--- src/rtl/sparse_dual_mac_engine.sv ---
// sparse_dual_mac_engine: walks a range of packed pair-words in the sparse
// weight store, gathers both activations per pair through a dual-port buffer
// and multiply-accumulates the two signed products into one dot product.
// Optional build macro SPARSE_MAC_SAT_EN: saturating accumulator plus a
// sticky sat_flag output; undefined means two's-complement wrap.
module sparse_dual_mac_engine #(
    parameter int DEPTH_PAIRS = 512,
    parameter int INDEX_WIDTH = 12,
    parameter int VALUE_WIDTH = 8,
    parameter int ACT_WIDTH   = 8,
    parameter int ACT_DEPTH   = 4096,
    parameter int ACC_WIDTH   = 24
) (
    input  logic                             clk,
    input  logic                             rst_n,
    input  logic                             start,
    input  logic [$clog2(DEPTH_PAIRS)-1:0]   base_addr,
    input  logic [$clog2(DEPTH_PAIRS):0]     num_pairs,
    output logic                             wt_en,
    output logic [$clog2(DEPTH_PAIRS)-1:0]   wt_addr,
    input  logic [INDEX_WIDTH-1:0]           idx0_in,
    input  logic [INDEX_WIDTH-1:0]           idx1_in,
    input  logic [VALUE_WIDTH-1:0]           val0_in,
    input  logic [VALUE_WIDTH-1:0]           val1_in,
    output logic                             act_en0,
    output logic                             act_en1,
    output logic [INDEX_WIDTH-1:0]           act_addr0,
    output logic [INDEX_WIDTH-1:0]           act_addr1,
    input  logic [ACT_WIDTH-1:0]             act_data0,
    input  logic [ACT_WIDTH-1:0]             act_data1,
    output logic                             busy,
    output logic                             result_valid,
    output logic [ACC_WIDTH-1:0]             result,
    output logic                             idx_err
`ifdef SPARSE_MAC_SAT_EN
    ,
    output logic                             sat_flag
`endif
);

    localparam int AW  = $clog2(DEPTH_PAIRS);
    localparam int PW  = VALUE_WIDTH + ACT_WIDTH;
    localparam int AXW = ACC_WIDTH + 2;
    localparam logic [INDEX_WIDTH:0] ACT_LIM = (INDEX_WIDTH + 1)'(ACT_DEPTH);
    localparam logic [AW-1:0] LAST_ADDR = AW'(DEPTH_PAIRS - 1);
    localparam logic signed [ACC_WIDTH-1:0] ACC_MAX = {1'b0, {(ACC_WIDTH-1){1'b1}}};
    localparam logic signed [ACC_WIDTH-1:0] ACC_MIN = {1'b1, {(ACC_WIDTH-1){1'b0}}};

    typedef enum logic [1:0] {IDLE = 2'd0, RUN = 2'd1, DRAIN = 2'd2, DONE = 2'd3} state_t;

    state_t                       state_r, state_s;
    logic                         wt_en_r;
    logic [AW-1:0]                wt_addr_r;
    logic [AW:0]                  k_r, num_r;
    logic                         drain_r;
    logic                         s1_valid_r, s2_valid_r;
    logic signed [VALUE_WIDTH-1:0] v0_r, v1_r;
    logic                         en0_r, en1_r;
    logic signed [ACC_WIDTH-1:0]  acc_r, acc_next_s, sat_val_s;
    logic [ACC_WIDTH-1:0]         result_r;
    logic                         rv_r, busy_r, idx_err_r, sat_r, clamp_s;
    logic                         nz0_s, nz1_s, inr0_s, inr1_s, act_en0_s, act_en1_s;
    logic                         oor0_s, oor1_s, accept_s, emit_s;
    logic signed [PW-1:0]         prod0_s, prod1_s, p0_s, p1_s;
    logic signed [AXW-1:0]        sum_s;

    // Stage c+1: store data is valid, decide per-lane gathers
    assign nz0_s     = s1_valid_r && (val0_in != {VALUE_WIDTH{1'b0}});
    assign nz1_s     = s1_valid_r && (val1_in != {VALUE_WIDTH{1'b0}});
    assign inr0_s    = {1'b0, idx0_in} < ACT_LIM;
    assign inr1_s    = {1'b0, idx1_in} < ACT_LIM;
    assign act_en0_s = nz0_s && inr0_s;
    assign act_en1_s = nz1_s && inr1_s;
    assign oor0_s    = nz0_s && !inr0_s;
    assign oor1_s    = nz1_s && !inr1_s;

    assign act_en0   = act_en0_s;
    assign act_en1   = act_en1_s;
    assign act_addr0 = s1_valid_r ? idx0_in : {INDEX_WIDTH{1'b0}};
    assign act_addr1 = s1_valid_r ? idx1_in : {INDEX_WIDTH{1'b0}};

    // Stage c+2: signed products of enabled lanes, summed with the accumulator
    assign prod0_s = PW'(v0_r) * PW'($signed(act_data0));
    assign prod1_s = PW'(v1_r) * PW'($signed(act_data1));
    assign p0_s    = en0_r ? prod0_s : {PW{1'b0}};
    assign p1_s    = en1_r ? prod1_s : {PW{1'b0}};
    assign sum_s   = AXW'(acc_r) + AXW'(p0_s) + AXW'(p1_s);

    assign accept_s = (state_r == IDLE) && start;
    assign emit_s   = ((state_r == DRAIN) && drain_r) || ((state_r == DONE) && !rv_r);

`ifdef SPARSE_MAC_SAT_EN
    // Clamp the wide sum into the accumulator range
    always_comb begin
        clamp_s   = 1'b0;
        sat_val_s = sum_s[ACC_WIDTH-1:0];
        if (sum_s > AXW'(ACC_MAX)) begin
            clamp_s   = 1'b1;
            sat_val_s = ACC_MAX;
        end else if (sum_s < AXW'(ACC_MIN)) begin
            clamp_s   = 1'b1;
            sat_val_s = ACC_MIN;
        end else begin
            clamp_s   = 1'b0;
        end
    end
    assign sat_flag = sat_r;
`else
    // Plain two's-complement wrap at the accumulator width
    always_comb begin
        clamp_s   = 1'b0;
        sat_val_s = sum_s[ACC_WIDTH-1:0];
    end
`endif

    assign acc_next_s = s2_valid_r ? sat_val_s : acc_r;

    // Next-state logic for the job sequencer
    always_comb begin
        state_s = state_r;
        case (state_r)
            IDLE: begin
                if (start) begin
                    state_s = (num_pairs == {(AW+1){1'b0}}) ? DONE : RUN;
                end else begin
                    state_s = IDLE;
                end
            end
            RUN:     state_s = (k_r == num_r) ? DRAIN : RUN;
            DRAIN:   state_s = drain_r ? DONE : DRAIN;
            DONE:    state_s = rv_r ? IDLE : DONE;
            default: state_s = IDLE;
        endcase
    end

    // State register
    always_ff @(posedge clk or negedge rst_n) begin
        if (!rst_n) state_r <= IDLE;
        else        state_r <= state_s;
    end

    // Issue counter, read address, job status and accumulator
    always_ff @(posedge clk or negedge rst_n) begin
        if (!rst_n) begin
            wt_en_r   <= 1'b0;
            wt_addr_r <= {AW{1'b0}};
            k_r       <= {(AW+1){1'b0}};
            num_r     <= {(AW+1){1'b0}};
            drain_r   <= 1'b0;
            acc_r     <= {ACC_WIDTH{1'b0}};
            result_r  <= {ACC_WIDTH{1'b0}};
            rv_r      <= 1'b0;
            busy_r    <= 1'b0;
            idx_err_r <= 1'b0;
            sat_r     <= 1'b0;
        end else if (accept_s) begin
            num_r     <= num_pairs;
            acc_r     <= {ACC_WIDTH{1'b0}};
            idx_err_r <= 1'b0;
            sat_r     <= 1'b0;
            busy_r    <= 1'b1;
            drain_r   <= 1'b0;
            rv_r      <= 1'b0;
            wt_en_r   <= (num_pairs != {(AW+1){1'b0}});
            wt_addr_r <= base_addr;
            k_r       <= {{AW{1'b0}}, 1'b1};
        end else begin
            acc_r     <= acc_next_s;
            idx_err_r <= idx_err_r | oor0_s | oor1_s;
            sat_r     <= sat_r | (s2_valid_r && clamp_s);
            rv_r      <= emit_s;
            if (emit_s) result_r <= acc_next_s;
            else        result_r <= result_r;
            if ((state_r == DONE) && rv_r) busy_r <= 1'b0;
            else                          busy_r <= busy_r;
            if (state_r == DRAIN) drain_r <= 1'b1;
            else                  drain_r <= 1'b0;
            if ((state_r == RUN) && (k_r != num_r)) begin
                wt_en_r   <= 1'b1;
                wt_addr_r <= (wt_addr_r == LAST_ADDR) ? {AW{1'b0}} : wt_addr_r + {{(AW-1){1'b0}}, 1'b1};
                k_r       <= k_r + {{AW{1'b0}}, 1'b1};
            end else begin
                wt_en_r   <= 1'b0;
            end
        end
    end

    // Pipeline valids and per-lane operands carried into the MAC stage
    always_ff @(posedge clk or negedge rst_n) begin
        if (!rst_n) begin
            s1_valid_r <= 1'b0;
            s2_valid_r <= 1'b0;
            v0_r       <= {VALUE_WIDTH{1'b0}};
            v1_r       <= {VALUE_WIDTH{1'b0}};
            en0_r      <= 1'b0;
            en1_r      <= 1'b0;
        end else begin
            s1_valid_r <= wt_en_r;
            s2_valid_r <= s1_valid_r;
            v0_r       <= val0_in;
            v1_r       <= val1_in;
            en0_r      <= act_en0_s;
            en1_r      <= act_en1_s;
        end
    end

    assign wt_en        = wt_en_r;
    assign wt_addr      = wt_addr_r;
    assign busy         = busy_r;
    assign result_valid = rv_r;
    assign result       = result_r;
    assign idx_err      = idx_err_r;

endmodule

--- config.mk ---
export PLATFORM = sky130hd
export DESIGN_NAME = sparse_dual_mac_engine
export DESIGN_NICKNAME = d
export VERILOG_FILES = /design/src/rtl/sparse_dual_mac_engine.sv
export SDC_FILE = /design/constraint.sdc
export NUM_CORES = 1
export LEC_CHECK = 0
export BUFFER_PORTS_ARGS = -buffer_cell sky130_fd_sc_hd__buf_4
export CORE_MARGIN = 3
export CORE_UTILIZATION = 55
export CTS_BUF_LIST = sky130_fd_sc_hd__clkbuf_4
export DETAILED_ROUTE_END_ITERATION = 8
export GPL_TIMING_DRIVEN = 1
export PLACE_DENSITY = 0.79
export SYNTH_ARGS = -nofsm -noshare
export SYNTH_HDL_FRONTEND = slang
export SYNTH_SLANG_ARGS = --single-unit
--- constraint.sdc ---
create_clock -name clk -period 7.5 [get_ports clk]
set_input_delay 1.125 -clock clk [delete_from_list [all_inputs] [get_ports clk]]
set_output_delay 1.125 -clock clk [all_outputs]
set_load 0.02 [all_outputs]
==> impl_results.md, run 1 <==
- Worst-path fanout max: 5
- Most frequent cell after synthesis: inv_1
- Initial Utilization: a little under three fifths
- Final Max Tran Viols: 0
- Register bit count reported by yosys: 103
- Uppermost routed layer: met4
- Clock sink count: 103
- PortBufs: 139
- Buf/Inv on CP: 7
- DPL Wire Length: 19,600 um
- Reg2reg end: result[23]
- Placement row count: 50
- Yosys warns: 0
- Final net count: approximately 1,700
- Reg-to-Reg Start: v1_r[3]
- Core area: 19,100 um2
- Clock root buffer: clkbuf_4
- CTS Hold Bufs: 0
- EDFF count, synth: 0
- Final hold vios: 0
- Slowest CP cell: fa_1
- Syn_area_per_cell: about 9.4 um2
- Per-cell routed wire length: 14.8 um
- Clock Path Buffers: 2
- Ratio of cells with drive above 1 in the final layout: 23.2%
- Clock Skew: 0.0230 ns
- Die area: 21,600 um2
- Final min period: 7.28 ns
- Clock-pin slew on the worst setup and hold paths: 0.18 ns
- Die span in y: 147 um
- Synth top area share: 24.6%
- First-pass GRT wire length: 42,400 um
- Drt first pass iters: 5
- Inserted Clock Buffers: 9
- Max frequency: 137 MHz
- MaxCap Viol Count: 0
- Met3 Routed Length: 1050 um
- Hold path depth: 0
- CP top delay family: adder cells
- Worst slew margin: 36.0%
- Met2 wire length: 12,200 um
- Max stage delay on crit path: roughly 0.56 ns
- Antenna violations before repair: 0
- GRT Overall Usage: 23.7%
- Number of global-route vias before repair: 9,243
- Worst r2r path cells: 27
- Post-DRT Antenna Nets: 0
- Min-Delay Path Class: reg2reg
- Vias per cell: 5.23
- Cell count after synthesis: 1,158
- Layout area overhead: 23.3%
- Most common cell on crit path: fa_1
- Post-Place Worst Slack: -0.447 ns
- Crit path kind: in2reg
- Final-layout fill cell count: 1,439
- Flop-to-flop setup slack: 0.38 ns
- Pin count of the biggest net entering global routing: 76
- Aggregate global routing overflow: 0
- Setup violators final: 0
- Vias: around 8,700
- Syn nets: 1,453
- Critical path launch point type: input port
- GPL Wtd Cong: between 0.8 and 0.9
- Inst Count DP: 1,637
- Io pins: 141
- Die width: around 150 um
- Ys async rst share: 100%
- Post-synth cell types: 56
- Main flop type after synthesis: dfrtp_1
- Worst Hold Endpoint: s1_valid_r
- # diodes: 0
- Worst setup EP type: flop
- Skew-Pair Late Insertion Delay: 0.51 ns
- Sequential area share after synthesis: 23.6%
- Status: completed
- Residual DRC: 0
- Worst path required time: 7.93 ns
- Synth area leaders: fa_1, dfrtp_1, ha_1, and2_1, inv_1
- Synthesized area: about 11,000 um2
- Synth cell count leaders: inv_1, fa_1, and2_1
- Initial DRC Count: 395
- Worst EP arrival: 7.71 ns
- WL met1: 10,900 um
- Post-Route WL: 24,500 um
- Hold Startpoint: wt_en
- TritonCTS clock tree: built
- Slew @ Worst Pin: 0.960 ns
- Area leader, netlist: fa_1
- Tcrit/Tclk final: 97.1%
- Final Non-Filler Cells: 1,656
- PnR worst setup slack: 0.216 ns
- Htree depth: 3
==> worst register-to-register path: stages, from the launching register on <==
cell and delay, ns:
dfrtp_1 0.54, and2_1 0.24, fa_1 0.53, inv_1 0.05, fa_1 0.48, inv_1 0.06, fa_1 0.53, inv_1 0.06
fa_1 0.53, inv_1 0.06, ha_4 0.26, o21ai_1 0.13, o21bai_2 0.11, o211ai_1 0.26, buf_4 0.17, a211oi_2 0.08
nor4_4 0.32, inv_2 0.13, fa_1 0.50, ha_4 0.30, and3_1 0.19, and3_4 0.19, a21boi_4 0.19, o41ai_2 0.11
a221o_1 0.34, and4_4 0.18, or3_1 0.36, a31oi_1 0.17
==> flip-flops by register name (all words and copies together) (netlist names) <==
name / count
wt_addr: 9
result_valid: 1
num_r: 10
acc_r: 24
v0_r: 8
state_r: 2
drain_r: 1
en1_r: 1
en0_r: 1
k_r: 10
s1_valid_r: 1
v1_r: 8
result: 24
s2_valid_r: 1
wt_en: 1
busy: 1
==> through the flow <==
stage / hold slack (ns) / TNS [ns] / cell area (um2) / utilization (%)
2_1_floorplan: 0.445 / 0 / 10900 / -
3_3_place_gp: 0.365 / -1.40 / 13000 / 68.1
3_5_place_dp: 0.367 / -2.70 / 13000 / 68.1
4_1_cts: 0.412 / 0 / 13100 / 68.8
5_1_grt: 0.429 / -0.0582 / 13500 / 70.5
6_report: 0.413 / 0 / 13500 / 70.5
==> what timing repair did <==
item                       in CTS  in global routing
buffers inserted                0                  3
hold endpoints to repair        0                  0
setup endpoints to repair       0                 12
resized for setup               0                 55
==> metal layers <==
metal,global-route usage [%],vias up
li1,-,4204
met1,32.2,4231
met2,40.5,196
met3,3.27,31
met4,5.50,0
met5,0,-
==> final cells by class <==
type                       instances  area (um2)  area share, %
clock buffer                      10        75.1          0.558
tap                              260         325           2.42
inverter                         175         661           4.91
multi-input combinational        854        7890           58.6
clock inverter                     6        62.6          0.465
sequential                       103        2580           19.2
timing repair buffer             248        1860           13.8
==> worst max path at each step <==
stage	from	end	slack, ns	cells past startpoint
finish	act_data1[3]	result[23]	0.22	27
global route	act_data1[4]	result[23]	-0.05	28
CTS	act_data1[4]	result[23]	0.10	31
detailed placement	act_data1[4]	result[23]	-0.45	31
global placement	act_data1[4]	result[23]	-0.26	27
floorplan	act_data1[4]	result[23]	0.01	26
==> placed cells by master, fill, tap and decap left out, types with 4 or more instances in the layout <==
| master | n |
|---|---|
| nor3b_1 | 8 |
| nand3_1 | 7 |
| ha_4 | 11 |
| clkbuf_4 | 10 |
| xnor2_1 | 38 |
| buf_4 | 248 |
| o211ai_1 | 5 |
| a21oi_1 | 36 |
| fa_2 | 4 |
| ha_1 | 71 |
| inv_1 | 171 |
| o21ai_0 | 50 |
| a21oi_2 | 6 |
| nand2b_1 | 7 |
| fa_1 | 130 |
| mux2i_1 | 22 |
| o21bai_1 | 5 |
| and2_1 | 126 |
| nor4_1 | 9 |
| nor3_1 | 4 |
| o21ai_1 | 6 |
| a221o_1 | 4 |
| and3_1 | 15 |
| xor2_1 | 25 |
| nor3_2 | 4 |
| a211oi_2 | 6 |
| nor2b_1 | 9 |
| nand2_1 | 116 |
| nand4_1 | 5 |
| nor2_1 | 45 |
| a211oi_1 | 5 |
| dfrtp_1 | 103 |
| a21o_1 | 21 |
| or3_1 | 9 |
==> cell families after synthesis <==
logic type                 share of synthesized area [%]
AOI/OAI and AO/OA                                   9.60
DFF                                                 23.6
xor gates and xnor gates                            5.06
adders and majority gates                           34.1
other                                             0.0344
and+or+nand+nor                                     18.3
buffers and inverters                               6.95
muxes                                               2.33
Power of run 1 is left out: the tool's default activity adds up to more than one toggle a clock period on the data nets, which glitch-free logic cannot reach.
==> run 2: changes to the inputs <==
--- a/config.mk
+++ b/config.mk
@@ -11,7 +11,7 @@
 export CTS_BUF_LIST = sky130_fd_sc_hd__clkbuf_4
 export DETAILED_ROUTE_END_ITERATION = 8
 export GPL_TIMING_DRIVEN = 1
-export PLACE_DENSITY = 0.79
+export PLACE_DENSITY = 0.86
 export SYNTH_ARGS = -nofsm -noshare
 export SYNTH_HDL_FRONTEND = slang
 export SYNTH_SLANG_ARGS = --single-unit
==> impl_results.md, run 2 (synthesized netlist as in run 1, its figures left out) <==
- CP top delay family: adder cells
- Worst Hold Endpoint: s1_valid_r
- # diodes: 0 (unchanged)
- Commonest cells after routing, fill and taps aside: buf_4, inv_1, fa_1
- Met3 usage: 3.64% (+0.37 points)
- Final hold vios: 0 (unchanged)
- Most common cell on crit path: fa_1
- Post-DRT Antenna Nets: 0 (unchanged)
- Core area: 19,100 um2 (unchanged)
- Hold Startpoint: wt_en
- Worst slew margin: 38.7% (+2.7 points)
- GRT Overall Usage: 24.5% (+0.83 points)
- PortBufs: 139 (unchanged)
- Min-Delay Path Class: reg2reg
- Residual DRC: 0 (unchanged)
- Skew-Pair Late Insertion Delay: 0.55 ns (+0.04 ns)
- Inserted Clock Buffers: 9 (unchanged)
- Worst setup EP type: flop
- Antenna violations before repair: 0 (unchanged)
- Final net count: 1,677 (-0.53%)
- Met1 Usage GRT: 31.5% (-0.66 points)
- Most common cell after layout, fill and taps aside: buf_4
- Clock Path Buffers: 2 (unchanged)
- Setup violators final: 0 (unchanged)
- Initial Utilization: 57.2% (unchanged)
- First-pass GRT wire length: 43,300 um (+2.2%)
- Post-Place Worst Slack: -0.524 ns (-0.0765 ns)
- Pin count of the biggest net entering global routing: 74 (-2.6%)
- Aggregate global routing overflow: 0 (unchanged)
- Max frequency: 137 MHz (-0.21%)
- Number of global-route vias before repair: 9,403 (+1.7%)
- Final min period: 7.30 ns (+0.0152 ns)
- Status: completed
- Drt first pass iters: 5 (unchanged)
- Buf/Inv on CP: 6 (-1)
- Vias per cell: 5.48 (+4.7%)
- Worst r2r path cells: 28 (+3.7%)
- Per-cell routed wire length: 16.0 um (+7.8%)
- GPL Wtd Cong: 0.907 (+5.7%)
- Worst path required time: 7.99 ns (+0.06 ns)
- Worst EP arrival: 7.79 ns (+0.08 ns)
- Clock root buffer: clkbuf_4
- Tcrit/Tclk final: 97.3% (+0.20 points)
- Reg-to-Reg Start: v1_r[1]
- Die span in y: 147 um (unchanged)
- Critical Path Stages: 27 (unchanged)
- Slowest CP cell: fa_1
- Hold path depth: 0 (unchanged)
- Layout area overhead: 22.2%
- Placement row count: 50 (unchanged)
- Critical path launch point type: input port
- DPL Wire Length: 20,200 um (+3.3%)
- Io pins: 141 (unchanged)
- TritonCTS clock tree: built
- Clock sink count: 103 (unchanged)
- Slew @ Worst Pin: 0.919 ns (-0.0407 ns)
- Flop-to-flop setup slack: 0.33 ns (-0.05 ns)
- Ratio of cells with drive above 1 in the final layout: 22.1% (-1.1 points)
- Clock Skew: 0.0298 ns (+0.00684 ns)
- Worst-path fanout max: 5 (unchanged)
- Gr busiest metal: met2
- Crit path kind: in2reg
- M2 GR Usage: 42.6% (+2.1 points)
- Max stage delay on crit path: 0.55 ns (about the same)
- Htree depth: 3 (unchanged)
- Die width: 147 um (unchanged)
- Final Max Tran Viols: 0 (unchanged)
- Post-Route WL: 26,300 um (+7.2%)
- Clock-pin slew on the worst setup and hold paths: 0.20 ns (+0.02 ns)
- Reg2reg end: result[23]
- Initial DRC Count: 547 (+38%)
- MaxCap Viol Count: 0 (unchanged)
- Die area: 21,600 um2 (unchanged)
- PnR worst setup slack: 0.201 ns (-0.0152 ns)
- Vias: 9,023 (+4.2%)
run 2: changes by cell type in the layout (fill, tap and decap cells not counted), moves of 3 or more:
cell     before  now
buf_4       248  238
ha_1         71   74
ha_4         11    8
nor3_1        4    7
nor3_2        4    1
o21ai_1       6    9
run 2: final cells by class:
type	instances	area [um2]
repair buffers	239	1800
inverters	175	664
clock inverters	7	75.1
fillers	1392	5750
well taps	260	325
multi-input cells	854	7830
flip-flops and latches	103	2580
clock buffers	9	67.6
run 2: per-layer routing:
metal	share of wire (%)	up-vias	routed length, um
met2	51	333	13400
met3	5.6	71	1460
met1	40	4453	10600
met4	2.9	0	766
li1	-	4166	-
met5	0	-	0
run 2: worst max-delay path by stage:
stage / startpoint / endpoint / slack, ns
floorplan: act_data1[4] / result[23] / 0.01
global placement: act_data1[4] / result[20] / -0.24
detailed placement: act_data1[4] / result[23] / -0.52
CTS: act_data1[4] / result[23] / 0.02
global route: act_data0[1] / result[23] / -0.1
finish: act_data1[7] / result[23] / 0.20
run 2: timing repair:
item | CTS | global route
gates resized for setup | 0 | 49
setup buffers | 0 | 6
endpoints found under the setup margin | 0 | 13
hold buffers | 0 | 0
run 2: worst register-to-register path, delay by kind of cell (launching register included):
family          cells  cell delay [ns]
fa+ha+maj           7             2.89
compound gates     10             2.10
simple gates        6             1.13
flops               1             0.57
buf+inv             5             0.44
run 2: metrics by stage:
step / hold WS (ns) / utilization [%] / area (um2) / setup TNS (ns) / instances
2_1_floorplan: 0.445 / - / 10900 / 0 / 1158
3_3_place_gp: 0.375 / 67.6 / 12900 / -1.19 / 1625
3_5_place_dp: 0.375 / 67.6 / 12900 / -3.62 / 1625
4_1_cts: 0.424 / 68.4 / 13000 / 0 / 1641
5_1_grt: 0.432 / 69.9 / 13300 / -0.182 / 1647
6_report: 0.440 / 69.9 / 13300 / 0 / 1647
Power of run 2 is left out for the same reason.
